--- src/rtl/arcade_input_ctrl.sv ---
// Player-input front end: ps2 key decode + joystick merge, registered outputs, stretched coin.
// Optional feature: define AUTOFIRE_EN for masked autofire on fire buttons.

module arcade_coin_fsm #(
  parameter int COIN_MIN_CYC = 100000
) (
  input  logic Clk,
  input  logic Rst_n,
  input  logic req,
  output logic coin
);
  localparam int CW = (COIN_MIN_CYC > 1) ? $clog2(COIN_MIN_CYC) : 1;

  typedef enum logic [1:0] {IDLE, PULSE, HOLD} st_t;

  st_t           st_q, st_d;
  logic [CW-1:0] cnt_q, cnt_d;
  logic          req_q;

  always_ff @(posedge Clk or negedge Rst_n) begin
    if (!Rst_n) begin
      st_q  <= IDLE;
      cnt_q <= '0;
      req_q <= 1'b0;
    end else begin
      st_q  <= st_d;
      cnt_q <= cnt_d;
      req_q <= req;
    end
  end

  always_comb begin
    st_d  = st_q;
    cnt_d = cnt_q;
    coin  = (st_q != IDLE);
    case (st_q)
      IDLE:  if (req && !req_q) begin
               st_d  = PULSE;
               cnt_d = CW'(COIN_MIN_CYC - 1);
             end
      PULSE: if (cnt_q != '0) cnt_d = cnt_q - 1'b1;
             else             st_d  = req ? HOLD : IDLE;
      HOLD:  if (!req) st_d = IDLE;
      default: st_d = IDLE;
    endcase
  end
endmodule

module arcade_input_ctrl #(
  parameter int NUM_PLAYERS  = 2,
  parameter int NUM_FIRE     = 4,
  parameter int COIN_MIN_CYC = 100000,
  parameter int AUTOFIRE_DIV = 250000
) (
  input  logic                            Clk,
  input  logic                            Rst_n,
  input  logic [10:0]                     ps2_key,
  input  logic [16*NUM_PLAYERS-1:0]       joy,
  input  logic [NUM_FIRE-1:0]             autofire_mask,
  output logic [4*NUM_PLAYERS-1:0]        p_dir,
  output logic [NUM_FIRE*NUM_PLAYERS-1:0] p_fire,
  output logic [NUM_PLAYERS-1:0]          p_start,
  output logic [NUM_PLAYERS-1:0]          p_coin,
  output logic [3:0]                      any_dir,
  output logic [NUM_FIRE-1:0]             any_fire
);
  // key slot layout: [3:0] U,D,L,R  [7:4] F3..F0  [9:8] start pair  [11:10] coin pair
  localparam int NK = 12;

  logic [NUM_PLAYERS-1:0][15:0]          joy_w;
  logic [1:0][NK-1:0]                    key_q, hit;
  logic [NUM_PLAYERS-1:0][NK-1:0]        kst;
  logic                                  tog_q, ev;

  logic [NUM_PLAYERS-1:0][3:0]           dir_req, dir_q;
  logic [NUM_PLAYERS-1:0][NUM_FIRE-1:0]  fire_req, fire_gate, fire_q;
  logic [NUM_PLAYERS-1:0]                start_req, start_q, coin_req;
  logic                                  unused_bits;

  assign joy_w       = joy;
  assign ev          = ps2_key[10] != tog_q;
  assign unused_bits = ^{joy, autofire_mask, key_q};

  always_comb begin
    hit = '0;
    case (ps2_key[8:0])
      9'h175: hit[0][3]  = 1'b1;
      9'h172: hit[0][2]  = 1'b1;
      9'h16B: hit[0][1]  = 1'b1;
      9'h174: hit[0][0]  = 1'b1;
      9'h014: hit[0][4]  = 1'b1;
      9'h011: hit[0][5]  = 1'b1;
      9'h029: hit[0][6]  = 1'b1;
      9'h012: hit[0][7]  = 1'b1;
      9'h005: hit[0][8]  = 1'b1;
      9'h016: hit[0][9]  = 1'b1;
      9'h076: hit[0][10] = 1'b1;
      9'h02E: hit[0][11] = 1'b1;
      9'h02D: hit[1][3]  = 1'b1;
      9'h02B: hit[1][2]  = 1'b1;
      9'h023: hit[1][1]  = 1'b1;
      9'h034: hit[1][0]  = 1'b1;
      9'h01C: hit[1][4]  = 1'b1;
      9'h01B: hit[1][5]  = 1'b1;
      9'h015: hit[1][6]  = 1'b1;
      9'h01D: hit[1][7]  = 1'b1;
      9'h006: hit[1][8]  = 1'b1;
      9'h01E: hit[1][9]  = 1'b1;
      9'h036: hit[1][10] = 1'b1;
      default: hit = '0;
    endcase
  end

  for (genvar p = 0; p < NUM_PLAYERS; p++) begin : g_pl
    if (p < 2) begin : g_kb
      assign kst[p] = key_q[p];
    end else begin : g_nokb
      assign kst[p] = '0;
    end

    assign dir_req[p] = kst[p][3:0] | joy_w[p][3:0];
    for (genvar f = 0; f < NUM_FIRE; f++) begin : g_fire
      if (f < 4) begin : g_kf
        assign fire_req[p][f] = kst[p][4+f] | joy_w[p][4+f];
      end else begin : g_jf
        assign fire_req[p][f] = joy_w[p][4+f];
      end
    end
    // both pad start bits count as this player's start
    assign start_req[p] = kst[p][8] | kst[p][9] | joy_w[p][8] | joy_w[p][9];
    assign coin_req[p]  = kst[p][10] | kst[p][11] | joy_w[p][10];

    arcade_coin_fsm #(.COIN_MIN_CYC(COIN_MIN_CYC)) u_coin (
      .Clk  (Clk),
      .Rst_n(Rst_n),
      .req  (coin_req[p]),
      .coin (p_coin[p])
    );
  end

`ifdef AUTOFIRE_EN
  localparam int AW = (AUTOFIRE_DIV > 1) ? $clog2(AUTOFIRE_DIV) : 1;

  logic [AW-1:0]                         af_cnt_q, af_cnt_d;
  logic                                  phase_q, phase_d, af_rise;
  logic [NUM_PLAYERS-1:0][NUM_FIRE-1:0]  af_req, af_req_q;

  always_ff @(posedge Clk or negedge Rst_n) begin
    if (!Rst_n) begin
      af_cnt_q <= '0;
      phase_q  <= 1'b0;
      af_req_q <= '0;
    end else begin
      af_cnt_q <= af_cnt_d;
      phase_q  <= phase_d;
      af_req_q <= af_req;
    end
  end

  // gate with the next phase so a fresh press fires on its first cycle
  always_comb begin
    af_req   = '0;
    for (int p = 0; p < NUM_PLAYERS; p++) af_req[p] = fire_req[p] & autofire_mask;
    af_rise  = |(af_req & ~af_req_q);
    af_cnt_d = af_cnt_q + 1'b1;
    phase_d  = phase_q;
    if (af_rise) begin
      af_cnt_d = '0;
      phase_d  = 1'b1;
    end else if (af_cnt_q == AW'(AUTOFIRE_DIV - 1)) begin
      af_cnt_d = '0;
      phase_d  = ~phase_q;
    end
    fire_gate = '0;
    for (int p = 0; p < NUM_PLAYERS; p++)
      fire_gate[p] = fire_req[p] & (~autofire_mask | {NUM_FIRE{phase_d}});
  end
`else
  assign fire_gate = fire_req;
`endif

  always_ff @(posedge Clk or negedge Rst_n) begin
    if (!Rst_n) begin
      tog_q   <= 1'b0;
      key_q   <= '0;
      dir_q   <= '0;
      fire_q  <= '0;
      start_q <= '0;
    end else begin
      tog_q   <= ps2_key[10];
      if (ev) key_q <= (key_q & ~hit) | (hit & {(2*NK){ps2_key[9]}});
      dir_q   <= dir_req;
      fire_q  <= fire_gate;
      start_q <= start_req;
    end
  end

  assign p_dir   = dir_q;
  assign p_fire  = fire_q;
  assign p_start = start_q;

  always_comb begin
    any_dir  = '0;
    any_fire = '0;
    for (int p = 0; p < NUM_PLAYERS; p++) begin
      any_dir  = any_dir | dir_q[p];
      any_fire = any_fire | fire_q[p];
    end
  end
endmodule
--- config.mk ---
export PLATFORM = sky130hd
export DESIGN_NAME = arcade_input_ctrl
export DESIGN_NICKNAME = d
export VERILOG_FILES = /design/src/rtl/arcade_input_ctrl.sv
export SDC_FILE = /design/constraint.sdc
export NUM_CORES = 1
export LEC_CHECK = 0
export ABC_AREA = 1
export CAP_MARGIN = 20
export CORE_AREA = 4 4 96 98
export CTS_BUF_LIST = sky130_fd_sc_hd__clkbuf_4
export DETAILED_ROUTE_END_ITERATION = 7
export DIE_AREA = 0 0 100 102
export PLACE_DENSITY_LB_ADDON = 0.25
export SYNTH_ARGS = -nofsm -noshare
export SYNTH_HDL_FRONTEND = slang
export SYNTH_SLANG_ARGS = --single-unit
--- constraint.sdc ---
create_clock -name Clk -period 2.1 [get_ports Clk]
set_clock_uncertainty 0.1 [all_clocks]
set_input_delay 0.21 -clock Clk [delete_from_list [all_inputs] [get_ports Clk]]
set_output_delay 0.21 -clock Clk [all_outputs]
set_load 0.05 [all_outputs]
==> reports/summary.json <==
{
  "sta": {
    "max-slew-margin-rel_pct": 65.68,
    "fin_crit_sh_pct": 93.00,
    "timing.final.ws_setup_ps": 147.0,
    "final.setup.tns_ps": 0,
    "worstMarginPinSlew_ps": 513.2,
    "unrepaired_setup_endpoints_after_global_routing": "no",
    "setup_viol": 0,
    "hold_viol_final": 0,
    "highest_clock_rate_ghz": 0.5120,
    "final_max_slew_viol_count": 0,
    "post-route-min-period_ps": 1953
  },
  "synth": {
    "synthesis.yosys.warnings": 0,
    "synth.largest_area_cell": "sky130_fd_sc_hd__dfrtp_1",
    "ys_async_sr_fraction_pct": 100.0,
    "synth_most_common_cell": "sky130_fd_sc_hd__nand2_1",
    "syn_avg_cell_area_um2": 7.486,
    "post_synth_num_cell_types": 29,
    "post_synth_inst_count": 599,
    "synth.cells.most_frequent": "167 x sky130_fd_sc_hd__nand2_1, 82 x sky130_fd_sc_hd__dfrtp_1, 81 x sky130_fd_sc_hd__nor2_1, 70 x sky130_fd_sc_hd__nand3_1, 64 x sky130_fd_sc_hd__inv_1",
    "mappedNetlistArea_um2": 4484,
    "syn_nets": 650,
    "synthDominantCellAreaShare_pct": 45.76,
    "synth-main-ff-cell": "sky130_fd_sc_hd__dfrtp_1",
    "number_of_enable_flip_flop_cells_after_synthesis": 0,
    "netlist_top_cells_area": "sky130_fd_sc_hd__dfrtp_1 46%, sky130_fd_sc_hd__nand2_1 14%, sky130_fd_sc_hd__nand3_1 7.8%",
    "synth_sequential_area_ratio_pct": 45.76,
    "synth.ff_latch_count": 82
  },
  "floorplan": {
    "initial_core_util_pct": 52.97,
    "design.portCount": 77,
    "floorplan.core_area_um2": 8466,
    "die_x_um": 100,
    "rows": 34,
    "die_h_um": 102,
    "dieArea_um2": 10200
  },
  "worst_setup_path": {
    "crit_path_cell_trace": "clkdlybuf4s50_1",
    "path_buf_inv": 1,
    "largest_driver_fanout_on_the_critical_path": 2,
    "criticalPathCategory": "flip-flop to output port",
    "cpLargestDelayFamily": "buffers and inverters",
    "worstPathArrival_ps": 1640,
    "worst_path_largest_cell_delay_ps": 830,
    "critPathLaunchType": "flip-flop",
    "crit_slowest_cell": "sky130_fd_sc_hd__clkdlybuf4s50_1",
    "crit_required_ps": 1790,
    "critical_path.endpoint_type": "output port"
  },
  "cts": {
    "tritoncts": "built",
    "cts-root-to-sink-buffers": 2,
    "cts.repair_timing.setup_buffer_count": 0,
    "cts_sink_count": 82,
    "cts.clk_slew.worst_paths_ps": 140,
    "htree_num_levels": 3,
    "numCtsBuffers": 9,
    "clock-root-buffer": "sky130_fd_sc_hd__clkbuf_4",
    "insertion_delay_ps": 420
  },
  "grt": {
    "grt_pass1_wl_um": 16680,
    "number_of_global_route_vias_before_repair": 3777,
    "number_of_antenna_violations_at_the_first_check_in_global_routing": 0,
    "grt_max_degree": 49,
    "gr-usage-all-layers_pct": 20.21,
    "globalRoute.totalOverflow": 0
  },
  "detailed_routing": {
    "dr.first_iter.drc_count": 184,
    "routed-via-count": 4022,
    "final_antenna_net_count": 0,
    "dr.pass1.iters": 5,
    "totalWireLength_um": 9826,
    "vias_per_cell": 5.143,
    "wl_per_cell_um": 12.57,
    "drc_errors": 0
  },
  "pwr": {
    "leakage_power_nw": 2.608,
    "maximum_ir_drop_on_the_vdd_rail_v": 0.0004038,
    "fin_total_pwr_mw": 5.589,
    "power_switching_mw": 2.420,
    "powerDensity_nw_per_um2": 1034,
    "internal_power_mw": 3.169,
    "comb_power_share_pct": 42.9,
    "power_switching_share_pct": 43.30,
    "pwr-share-seq_pct": 38.5,
    "clockPowerShare_pct": 18.6
  },
  "placement": {
    "gp_routability_congestion": 0.9193,
    "port-buffer-count": 62,
    "place_hpwl_um": 7401,
    "preCtsSetupSlack_ps": 225.7
  },
  "status": {
    "status": "complete, no violations"
  },
  "final_layout": {
    "diodes": 0,
    "nNetsFinal": 721,
    "layout-drive-gt1-share_pct": 12.02,
    "area.growth.synth_to_final_pct": 20.51
  },
  "hold_path": {
    "holdCritPathClass": "input port to async pin"
  },
  "run": {
    "max-cap-violations": 0
  }
}
==> final timing paths <==
kind | startpoint | end | slack [ps] | cells past startpoint
worst max-delay path | p_fire[0] | p_fire[0] | 150 | 1
worst min-delay path | Rst_n | g_pl[1].u_coin.cnt_q[8] | 170 | 2
worst max register to register | g_pl[1].u_coin.cnt_q[0] | g_pl[1].u_coin.cnt_q[11] | 290 | 9
worst min register to register | flip-flop | p_fire[4] | 370 | 1
max in group asynchronous | Rst_n | async pin | 1120 | 3
min in group Clk | joy[22] | p_fire[6] | 250 | 2
==> metrics by stage <==
| step | hold slack (ps) | instance area, um2 | util, % | cells |
|---|---|---|---|---|
| after floorplan | -185.6 | 4484 | - | 599 |
| after global routing | 188.7 | 5404 | 63.83 | 782 |
| final | 168.8 | 5404 | 63.83 | 782 |
| after global placement | 95.50 | 5244 | 61.94 | 766 |
| after CTS | 165.6 | 5401 | 63.80 | 782 |
| after detailed placement | 104.1 | 5244 | 61.94 | 766 |
==> what timing repair did <==
action                                  CTS  global route
hold buffers                              1             0
hold endpoints to repair                 34             0
pin swaps                                 0             0
gates resized for setup                   9             1
endpoints found under the setup margin    9             1
==> area by class of cell <==
cell class,instances,area (um2)
Clock buffer,9,67.56
Clock inverter,6,91.34
Fill cell,743,3062
Inverter,64,240.2
Multi-Input combinational cell,439,2103
Sequential cell,82,2052
Tap cell,108,135.1
Timing Repair Buffer,74,714.4
==> placed cells by master (no fill, tap or decap), drive strengths merged <==
master and count:
a21o 1, a21oi 9, a31oi 1, buf 12
bufinv 2, clkbuf 9, clkdlybuf4s50 51, clkinvlp 3
dfrtp 82, dlygate4sd2 9, dlygate4sd3 1, dlymetal6s2s 1
ha 2, inv 65, nand2 176, nand3 73
nand3b 6, nand4 15, nor2 89, nor3 8
o21ai 19, o21bai 2, or2 30, or4 2
xnor2 5, xor2 1
==> cells by family (layout without fill, tap and decap cells) <==
family,Yosys count,in the layout,share of synthesized area [%]
XOR/XNOR,6,6,1.339
buffers and inverters,78,153,7.338
adder cells (fa/ha/maj),2,2,0.5579
AND/OR/NAND/NOR,399,399,41.24
AO/OA/AOI/OAI,32,32,3.767
flip-flops,82,82,45.76
==> routing by layer <==
metal	share of wire, %	track usage (%)	up-vias
li1	-	-	2040
met1	42	25.12	1875
met2	52	35.66	90
met3	3.7	2.594	17
met4	2.2	8.497	0
met5	0	0	-
==> power groups by stage <==
stage	Sequential [mW]	Combinational, mW	Clock, mW
global placement	2.17	2.33	0
detailed placement	2.19	2.40	0
CTS	2.15	2.40	1.06
finish	2.15	2.40	1.04
global route	2.20	2.71	1.14
floorplan	2.16	1.86	0
Note: power is estimated with default switching activity, not from simulation.
